$ cat src/rtl/alu_slice_sequencer.sv
// alu_slice_sequencer
// Sequences a SLICES*Width-bit three-operand add through one shared Width-bit
// 3-input adder slice, LSB slice first. It supports a full carry chain or
// independent SIMD slices. It also accumulates the sum of all slice carry-outs.
module alu_slice_sequencer #(
  parameter int Width  = 8,
  parameter int SLICES = 4,
  parameter int CNT_W  = 4
) (
  input  logic                      clk,
  input  logic                      reset_n,
  input  logic                      in_valid,
  output logic                      in_ready,
  input  logic [SLICES*Width-1:0]   W_in,
  input  logic [SLICES*Width-1:0]   X_in,
  input  logic [SLICES*Width-1:0]   Y_in,
  input  logic [1:0]                cin_in,
  input  logic                      simd_mode,
  output logic                      out_valid,
  input  logic                      out_ready,
  output logic [SLICES*Width-1:0]   S_out,
  output logic [1:0]                cout_out,
  output logic [CNT_W-1:0]          carry_count,
  output logic [Width-1:0]          alu_W,
  output logic [Width-1:0]          alu_X,
  output logic [Width-1:0]          alu_Y,
  output logic [1:0]                alu_CIN,
  input  logic [Width-1:0]          alu_S,
  input  logic [1:0]                alu_COUT
);

  localparam int OP_W  = SLICES * Width;
  localparam int IDX_W = $clog2(SLICES);

  typedef enum logic [1:0] {IDLE, RUN, DONE} state_t;

  state_t            state, state_nxt;
  logic [OP_W-1:0]   w_q, x_q, y_q;
  logic [1:0]        cin_q;
  logic              simd_q;
  logic [IDX_W-1:0]  idx;
  logic [1:0]        carry_reg;
  logic              accept;
  logic              last_slice;

  assign in_ready   = (state == IDLE) || ((state == DONE) && out_ready);
  assign accept     = in_valid && in_ready;
  assign last_slice = (idx == IDX_W'(SLICES - 1));
  assign out_valid  = (state == DONE);

  // State register
  always_ff @(posedge clk or negedge reset_n) begin
    if (!reset_n) state <= IDLE;
    else          state <= state_nxt;
  end

  // Next-state decode: a DONE handshake may chain directly into a new RUN
  always_comb begin
    state_nxt = state;
    case (state)
      IDLE:    if (accept) state_nxt = RUN;
      RUN:     if (last_slice) state_nxt = DONE;
      DONE:    if (out_ready) state_nxt = in_valid ? RUN : IDLE;
      default: state_nxt = IDLE;
    endcase
  end

  // Slice operand mux to the shared ALU; quiet (all zero) outside RUN
  always_comb begin
    alu_W   = '0;
    alu_X   = '0;
    alu_Y   = '0;
    alu_CIN = '0;
    if (state == RUN) begin
      alu_W   = w_q[idx*Width +: Width];
      alu_X   = x_q[idx*Width +: Width];
      alu_Y   = y_q[idx*Width +: Width];
      alu_CIN = (simd_q || (idx == '0)) ? cin_q : carry_reg;
    end
  end

  // Operand capture on accept and per-slice result/carry writeback during RUN
  always_ff @(posedge clk or negedge reset_n) begin
    if (!reset_n) begin
      w_q         <= '0;
      x_q         <= '0;
      y_q         <= '0;
      cin_q       <= '0;
      simd_q      <= 1'b0;
      idx         <= '0;
      carry_reg   <= '0;
      S_out       <= '0;
      cout_out    <= '0;
      carry_count <= '0;
    end else if (accept) begin
      w_q         <= W_in;
      x_q         <= X_in;
      y_q         <= Y_in;
      cin_q       <= cin_in;
      simd_q      <= simd_mode;
      idx         <= '0;
      carry_reg   <= '0;
      S_out       <= '0;
      carry_count <= '0;
    end else if (state == RUN) begin
      S_out[idx*Width +: Width] <= alu_S;
      carry_reg                 <= alu_COUT;
      carry_count               <= carry_count + CNT_W'(alu_COUT);
      idx                       <= idx + 1'b1;
      if (last_slice) cout_out <= alu_COUT;
    end
  end

endmodule
$ cat config.mk
export PLATFORM = sky130hd
export DESIGN_NAME = alu_slice_sequencer
export DESIGN_NICKNAME = d
export VERILOG_FILES = /design/src/rtl/alu_slice_sequencer.sv
export SDC_FILE = /design/constraint.sdc
export NUM_CORES = 1
export LEC_CHECK = 0
export BUFFER_PORTS_ARGS = -buffer_cell sky130_fd_sc_hd__buf_2
export CORE_UTILIZATION = 50
export CTS_BUF_LIST = sky130_fd_sc_hd__clkbuf_4
export DETAILED_ROUTE_END_ITERATION = 7
export PLACE_DENSITY = 0.77
export SLEW_MARGIN = 20
export SYNTH_ARGS = -nofsm -noshare
export SYNTH_HDL_FRONTEND = slang
export SYNTH_SLANG_ARGS = --single-unit
$ cat constraint.sdc
create_clock -name clk -period 3.9 [get_ports clk]
set_clock_uncertainty 0.05 [all_clocks]
set_input_delay 1.17 -clock clk [delete_from_list [all_inputs] [get_ports clk]]
set_output_delay 1.17 -clock clk [all_outputs]
set_load 0.1 [all_outputs]
==> results_dict.tcl, run 1 <==
set metrics [dict create \
    synth_top_area_share_pct 55.23 \
    final_util_pct 62.20 \
    ctsResizeCount 0 \
    dr_wl_met3_um 1092 \
    vias 4154 \
    ys_types 33 \
    fmax_mhz 269.8 \
    whs_ps 461.1 \
    max_cap_violations 0 \
    syn-cell-area_um2 6479 \
    clockBufferDepth 2 \
    hold_buffers 0 \
    rsz0062_at_grt "false" \
    track_usage_pct 21.90 \
    relSlewSlack_pct 56.24 \
    avgRoutedWirePerCell_um 17.63 \
    htree_levels 4 \
    met1Wirelength_um 5814 \
    gp_congestion 0.8053 \
    remaining_drc_errors 0 \
    start_util_pct 51.34 \
    cp_max_fo 17 \
    status "finished, final reports clean" \
    setup_violations 0 \
    row_count 41 \
    final_nets 714 \
    met2WireLength_um 6595 \
    die_y_um 115.8 \
    synthTopCellsByArea "dfrtp_1, mux2_2, mux4_2" \
    cts_buffers 17 \
    portBuffers 178 \
    antenna_found_initial 2 \
    required_ps 2680 \
    tritoncts "done" \
    cpLargestDelayFamily "flip-flops" \
    criticalPathCategory "reg2out" \
    yosysSeqAreaShare_pct 55.23 \
    synth_edf_count 0 \
    path_cells "buf_4 > mux4_2 > and2_1 > buf_2" \
    dieArea_um2 13420 \
    timing.final.crit_share_pct 95.03 \
    fin_crit_ps 3706 \
    synth_largest_area_cell "dfrtp_1" \
    synth-main-ff-cell "dfrtp_1" \
    async_flop_share_pct 100.0 \
    grt_overflow 0 \
    ant_nets 0 \
    synthTopCellsByCount "dfrtp_1, mux2_2, mux2_4, a22o_1" \
    critical_path_buf_inv_count 2 \
    post-dp-hpwl_um 9713 \
    die_w_um 115.8 \
    clk_pin_slew_ps 140 \
    synth_area_per_cell_um2 15.73 \
    synth_cells 412 \
    drive_gt1_share_pct 58.75 \
    worstPathArrival_ps 2490 \
    critPathSlowestCell "dfrtp_1" \
    synth.net_count 533 \
    grt_pass1_vias 4321 \
    route.top_layer_used "met4" \
    hold_viol 0 \
    cts.sinks 143 \
    drt_iter0_drc 203 \
    stdcell_area_um2 7849 \
    endpoint_kind "output port" \
    cp-start-kind "register" \
    post_cts.repair.setup_buffers 0 \
    avgViaCountPerCell 5.326 \
    insertion_delay_ps 560 \
    yosysMostFrequentCell "dfrtp_1" \
    io_pins 179 \
    synth_warnings 0 \
    grt_max_degree 107 \
    critPathMaxStageDelay_ps 700 \
    synth_seq_cells 143 \
    worst_slew_pin_slew_ps 656.4 \
    fillCellCount 1022 \
    place_area_um2 7550 \
    ctsRootBufferMaster "clkbuf_4" \
    tns_ps 0 \
    hold_path_class "reg2reg" \
    first_pass_iters 6 \
    slew_viol_final 0 \
    area_growth_pct 21.15 \
    drt_wl_total_um 13750 \
    grt_pass1_wl_um 21910 \
    coreArea_um2 12620 \
]
area by class of cell:
cell class              instances  area (µm²)  area share, %
multi-input cells             244        2734          34.83
well taps                     172       215.2          2.742
repair buffers                184        1010          12.86
clock buffers                  17       127.6          1.626
clock inverters                15       163.9          2.088
flip-flops and latches        143        3582          45.64
diodes                          2       5.005        0.06377
inverters                       3       11.26         0.1435
logic make-up after synthesis:
kind of cell             after synthesis  synth area share [%]
AO/OA/AOI/OAI                         51                 6.373
buffers and inverters                 25                 2.723
multiplexers                         125                 27.81
XOR/XNOR                               1                0.1352
flip-flops                           143                 55.23
adder cells (fa/ha/maj)                8                 1.661
AND/OR/NAND/NOR                       59                 6.064
placed cells by master (no fill, tap or decap), types with 2 or more instances in the layout:
cell        instances
nor2_1              3
buf_12              5
o21ai_0             3
mux2_4             33
dfrtp_1           142
buf_4               3
nand3b_1            3
clkinvlp_4          5
a21oi_2             2
a21oi_1             7
diode_2             2
mux4_2             24
inv_6               2
nand2b_1            3
mux2_2             68
bufinv_16           2
clkinv_4            5
a22o_1             32
and2_1             24
nand2_1            16
buf_2             175
nor4_4              2
inv_1               3
a22oi_2             4
clkbuf_4           17
ha_1                7
worst paths after layout:
check	cells past startpoint	slack, ps	endpoint	start
worst max register to register	5	1630	S_out[25]	idx[0]
max in group asynchronous	2	2530	w_q[23]	reset_n
worst max-delay path	4	190	alu_Y[0]	idx[1]
worst min register to register	1	460	carry_count[3]	carry_count[3]
min in group asynchronous	1	530	carry_count[3]	reset_n
worst min-delay path	1	460	carry_count[3]	carry_count[3]
per-layer routing:
layer	global-route usage, %	vias up
met3	7.845	24
met2	34.13	156
met5	0	-
li1	-	1892
met1	27.82	2082
met4	9.145	0
worst register-to-register path: stages (launching register included):
cell and delay [ps]:
dfrtp_4 650, inv_1 240, ha_1 430, nand2b_1 210
nor4_4 400, a22o_1 210
per-stage QoR:
step | instances | worst slack [ps]
2_1_floorplan | 412 | 28.24
3_3_place_gp | 746 | 667.9
3_5_place_dp | 746 | 631.6
4_1_cts | 778 | 19.89
5_1_grt | 779 | 34.07
6_report | 780 | 193.7
Power of run 1 is left out: the tool's default activity adds up to more than one toggle a clock period on the data nets, which glitch-free logic cannot reach.
==> inputs of run 2 (changes only) <==
--- a/config.mk
+++ b/config.mk
@@ -5,11 +5,12 @@
 export SDC_FILE = /design/constraint.sdc
 export NUM_CORES = 1
 export LEC_CHECK = 0
+export ABC_AREA = 1
 export BUFFER_PORTS_ARGS = -buffer_cell sky130_fd_sc_hd__buf_2
 export CORE_UTILIZATION = 50
-export CTS_BUF_LIST = sky130_fd_sc_hd__clkbuf_4
+export CTS_BUF_LIST = sky130_fd_sc_hd__clkbuf_2 sky130_fd_sc_hd__clkbuf_4 sky130_fd_sc_hd__clkbuf_8
 export DETAILED_ROUTE_END_ITERATION = 7
-export PLACE_DENSITY = 0.77
+export PLACE_DENSITY = 0.79
 export SLEW_MARGIN = 20
 export SYNTH_ARGS = -nofsm -noshare
 export SYNTH_HDL_FRONTEND = slang
==> constraint.sdc (replaced) <==
create_clock -name clk -period 3.18 [get_ports clk]
set_clock_uncertainty 0.05 [all_clocks]
set_input_delay 0.954 -clock clk [delete_from_list [all_inputs] [get_ports clk]]
set_output_delay 0.954 -clock clk [all_outputs]
set_load 0.1 [all_outputs]
==> run 2 against run 1 <==
Against the previous run:
- die area up 6.1%
- non-clock buffer count up 10
- via count up 56%
- area after synthesis up 6.2%
- utilization up 3.9 points
- sequential cell count unchanged
- clock-buffer cell count up 2
- worst hold slack worse by 48 ps
- synthesized cell count up 120%
- register-to-register slack worse by 560 ps
- sequential share of layout area down 5.1 points
- highest routed layer unchanged
==> results_dict.tcl, run 2 <==
set metrics [dict create \
    drive_gt1_share_pct 24.90 \
    hold_buffers 0 \
    cts.sinks 143 \
    ctsRootBufferMaster "clkbuf_8" \
    yosysSeqAreaShare_pct 52.03 \
    coreArea_um2 13350 \
    insertion_delay_ps 450 \
    relSlewSlack_pct 46.21 \
    io_pins 179 \
    die_w_um 119.3 \
    required_ps 2180 \
    first_pass_iters 5 \
    pre_cts_ws_ps 637.0 \
    grt_max_degree 76 \
    yosysMostFrequentCell "nand2_1" \
    final_nets 1162 \
    worstPathArrival_ps 2050 \
    drt_iter0_drc 595 \
    synth_largest_area_cell "dfrtp_1" \
    post-dp-hpwl_um 11830 \
    timing.final.crit_share_pct 95.96 \
    synth_seq_cells 143 \
    seq_area_um2 3578 \
    endpoint_kind "output port" \
    fmax_mhz 327.7 \
    dieArea_um2 14230 \
    max_cap_violations 0 \
    setup_violations 0 \
    remaining_drc_errors 0 \
    htree_levels 4 \
    synthTopCellsByCount "nand2_1, dfrtp_1, nand3_1, nor2_1, a21oi_1" \
    fillCellCount 1120 \
    row_count 42 \
    multi_input_area_um2 2929 \
    tritoncts "done" \
    syn-cell-area_um2 6878 \
    hold_path_class "in2async" \
    antenna_found_initial 2 \
    slew_viol_final 0 \
    criticalPathCategory "reg2out" \
    die_y_um 119.3 \
    portBuffers 178 \
    post_cts.repair.setup_buffers 0 \
    async_flop_share_pct 100.0 \
    track_usage_pct 26.75 \
    final_cell_mix "nand2_1, buf_2, dfrtp_1, nand3_1, nor2_1" \
    fin_crit_ps 3051 \
    grt_overflow 0 \
    final_common_cell "nand2_1" \
    synth_cells 887 \
    status "finished, final reports clean" \
    synth_area_per_cell_um2 7.754 \
    synth.net_count 1008 \
    layout_setup_ws_ps 128.5 \
    drt_wl_total_um 17990 \
    synth_warnings 0 \
    vias 6476 \
    synth_edf_count 0 \
    synth_top_area_share_pct 52.03 \
    grt_pass1_wl_um 30060 \
    grt_pass1_vias 6129 \
    clk_pin_slew_ps 80 \
    synth-main-ff-cell "dfrtp_1" \
    cts_buffers 17 \
    avgViaCountPerCell 5.261 \
    cp-start-kind "register" \
    avgRoutedWirePerCell_um 14.62 \
    gp_congestion 0.8611 \
    hold_viol 0 \
    worst_slew_pin_slew_ps 806.9 \
    area_growth_pct 28.29 \
    rsz0062_at_grt "false" \
    clockBufferDepth 2 \
    cp_max_fo 35 \
    ant_nets 0 \
    ys_types 24 \
    start_util_pct 51.53 \
    synthTopCellsByArea "dfrtp_1, nand2_1, nand3_1" \
]
run 2: repair_timing:
item | 4_1_cts | 5_1_grt
resized for setup | 0 | 1
hold endpoints to repair | 0 | 0
setup endpoints to repair | 0 | 2
run 2: kinds of logic (layout without fill, tap and decap cells):
| group | count (synthesis) | in the layout | share of synthesized area, % |
|---|---|---|---|
| simple gates | 509 | 509 | 30.98 |
| other cells | 0 | 3 | 0 |
| flops | 143 | 143 | 52.03 |
| fa+ha+maj | 8 | 8 | 1.564 |
| buf+inv | 113 | 278 | 7.076 |
| compound gates | 114 | 114 | 8.350 |
run 2: cell type report:
cell class	count	share of cell area [%]
diodes	3	0.08508
clock buffers	19	2.893
clock inverters	11	1.886
inverters	54	2.297
multi-input cells	631	33.20
flip-flops and latches	143	40.56
well taps	176	2.496
repair buffers	194	16.59
run 2: routing by layer:
metal / share of wire [%] / vias to the layer above / GRT usage [%]
met2: 47 / 240 / 42.37
li1: - / 3161 / -
met1: 44 / 3049 / 35.52
met3: 7.0 / 26 / 6.513
met4: 1.7 / 0 / 10.05
met5: 0 / - / 0
run 2: worst paths after layout:
kind                                 from        endpoint  slack, ps  cells after the start
worst max-delay path               idx[0]        alu_X[4]        130                      6
worst min-delay path              reset_n  carry_count[3]        410                      1
worst max register to register     idx[0]       S_out[14]       1070                      7
worst min register to register  S_out[20]       S_out[20]        420                      2
max in group asynchronous         reset_n       S_out[11]       1980                      2
min in group clk                S_out[20]       S_out[20]        420                      2
run 2: stage by stage:
step	TNS [ps]	hold slack (ps)	utilization [%]	cells	instance area [µm²]
final	0	413.1	66.10	1231	8823
after global routing	0	437.8	66.09	1230	8821
after CTS	0	419.9	66.02	1228	8812
after detailed placement	0	407.5	62.86	1198	8391
after global placement	0	402.3	62.86	1198	8391
after floorplan	-50.46	393.8	-	887	6980
run 2: critical path, cell delays in order (launching register included):
cell	delay, ps
dfrtp_1	370
buf_4	410
nor2_1	90
nor2_1	100
o21ai_0	130
a21oi_2	270
buf_12	210
Power of run 2 is left out for the same reason.
==> inputs of run 3 (changes only) <==
--- a/config.mk
+++ b/config.mk
@@ -7,10 +7,13 @@
 export LEC_CHECK = 0
 export ABC_AREA = 1
 export BUFFER_PORTS_ARGS = -buffer_cell sky130_fd_sc_hd__buf_2
-export CORE_UTILIZATION = 50
+export CELL_PAD_IN_SITES_DETAIL_PLACEMENT = 0
+export CELL_PAD_IN_SITES_GLOBAL_PLACEMENT = 1
+export CORE_MARGIN = 3
+export CORE_UTILIZATION = 36
 export CTS_BUF_LIST = sky130_fd_sc_hd__clkbuf_2 sky130_fd_sc_hd__clkbuf_4 sky130_fd_sc_hd__clkbuf_8
 export DETAILED_ROUTE_END_ITERATION = 7
-export PLACE_DENSITY = 0.79
+export PLACE_DENSITY_LB_ADDON = 0.1
 export SLEW_MARGIN = 20
 export SYNTH_ARGS = -nofsm -noshare
 export SYNTH_HDL_FRONTEND = slang
==> run 3 against run 2 <==
Against the previous run:
- critical path depth stayed put
- worst setup slack better by 44 ps
- sequential share of layout area is 0.62 points lower
- final cell count is 4.3% higher
- global-route usage is 7.4 points lower
==> results_dict.tcl, run 3 (same netlist as run 2, synthesis figures left out) <==
set metrics [dict create \
    tns_ps 0 \
    grt_max_degree 76 \
    met2WireLength_um 9709 \
    ff2ff_setup_slack_ps 1050 \
    htree_levels 4 \
    track_usage_pct 19.35 \
    dieArea_um2 20800 \
    internal_power_uw 5576 \
    io_pins 179 \
    clk_pin_slew_ps 80 \
    slew_viol_final 0 \
    ir_drop_mv 1.027 \
    coreArea_um2 18390 \
    fin_crit_ps 3008 \
    pwr-share-clk_pct 14.2 \
    cp_max_fo 19 \
    vias 6236 \
    route.top_layer_used "met4" \
    post_cts.repair.setup_buffers 0 \
    avgRoutedWirePerCell_um 15.54 \
    grt_overflow 0 \
    relSlewSlack_pct 42.79 \
    timing.final.crit_share_pct 94.58 \
    grt_pass1_wl_um 31420 \
    final_cell_mix "nand2_1, buf_2, dfrtp_1, nand3_1, nor2_1" \
    whs_ps 411.3 \
    met1Wirelength_um 9186 \
    gp_congestion 0.7703 \
    worst_slew_pin_slew_ps 858.2 \
    max_cap_violations 0 \
    cts.sinks 143 \
    avgViaCountPerCell 4.857 \
    endpoint_kind "output port" \
    start_util_pct 37.39 \
    power.density_nw_per_um2 1305 \
    setup_violations 0 \
    final_common_cell "nand2_1" \
    insertion_delay_ps 430 \
    required_ps 2180 \
    fmax_mhz 332.5 \
    remaining_drc_errors 0 \
    die_y_um 144.2 \
    clockBufferDepth 2 \
    die_w_um 144.2 \
    comb_power_share_pct 61.0 \
    ant_nets 0 \
    drive_gt1_share_pct 25.05 \
    tritoncts "done" \
    ctsRootBufferMaster "clkbuf_8" \
    grt_pass1_vias 5963 \
    cp-start-kind "register" \
    area_growth_pct 30.27 \
    status "finished, final reports clean" \
    cts_buffers 17 \
    worstPathArrival_ps 2000 \
    rsz0062_at_grt "false" \
    drt_wl_total_um 19950 \
    row_count 49 \
    portBuffers 178 \
    final_nets 1162 \
    hold_path_class "in2async" \
    p_leak_uw 0.004774 \
    dr_wl_met3_um 880 \
    power.share.sequential_pct 24.8 \
    antenna_found_initial 0 \
    first_pass_iters 4 \
    criticalPathCategory "reg2out" \
    hold_viol 0 \
    post-dp-hpwl_um 13500 \
    drt_iter0_drc 312 \
    switching_power_uw 6112 \
    p_sw_share_pct 52.29 \
]
run 3: layout make-up:
cell class / instances / area, µm²
Inverter: 54 / 205.2
Fill cell: 1916 / 9433
Timing Repair Buffer: 194 / 1501
Multi-Input combinational cell: 631 / 2929
Clock inverter: 14 / 215.2
Tap cell: 229 / 286.5
Sequential cell: 143 / 3578
Antenna cell: 1 / 2.502
Clock buffer: 18 / 241.5
run 3: metal layers:
layer / GRT usage, % / vias to the layer above
li1: - / 3165
met1: 26.90 / 2922
met2: 31.31 / 136
met3: 4.067 / 13
met4: 4.369 / 0
met5: 0 / -
run 3: repair_timing:
action | CTS | global route
hold endpoints to repair | 0 | 0
setup endpoints to repair | 0 | 10
gates resized for setup | 0 | 3
hold buffers | 0 | 0
run 3: power groups by stage:
| stage | registers, µW | clock network (µW) | logic (µW) |
|---|---|---|---|
| 3_3_place_gp | 2920 | 0 | 7160 |
| 6_report | 2900 | 1660 | 7130 |
| 5_1_grt | 3000 | 1790 | 7650 |
| 2_1_floorplan | 3500 | 0 | 4430 |
| 3_5_place_dp | 2930 | 0 | 7190 |
| 4_1_cts | 2900 | 1710 | 7210 |
run 3: worst max-delay path, stage by stage, from the launching register on:
cell and delay (ps):
dfrtp_1 400, inv_4 120, ha_1 290, nor2_1 230, o21ai_0 130, a21oi_2 200, buf_12 200
run 3: through the flow:
step                instance area [µm²]  instances  worst slack (ps)  power [µW]  utilization, %
global placement                   8494       1251             530.7       10090           46.18
floorplan                          6980        887            -50.46        7926               -
CTS                                8951       1283             29.08       11820           48.67
detailed placement                 8494       1251             529.5       10120           46.18
global route                       8957       1283            0.4801       12430           48.70
finish                             8960       1284             172.3       11690           48.71
run 3: path summary, 6_finish.rpt:
path,start,end,depth (start not counted)
max,idx[0],alu_CIN[1],6
min,reset_n,carry_count[3],1
max reg2reg,idx[0],S_out[18],6
min reg2reg,S_out[21],S_out[21],2
max in group asynchronous,reset_n,x_q[10],2
min in group clk,S_out[21],S_out[21],2
No activity file was read; power rests on OpenSTA's default activity.
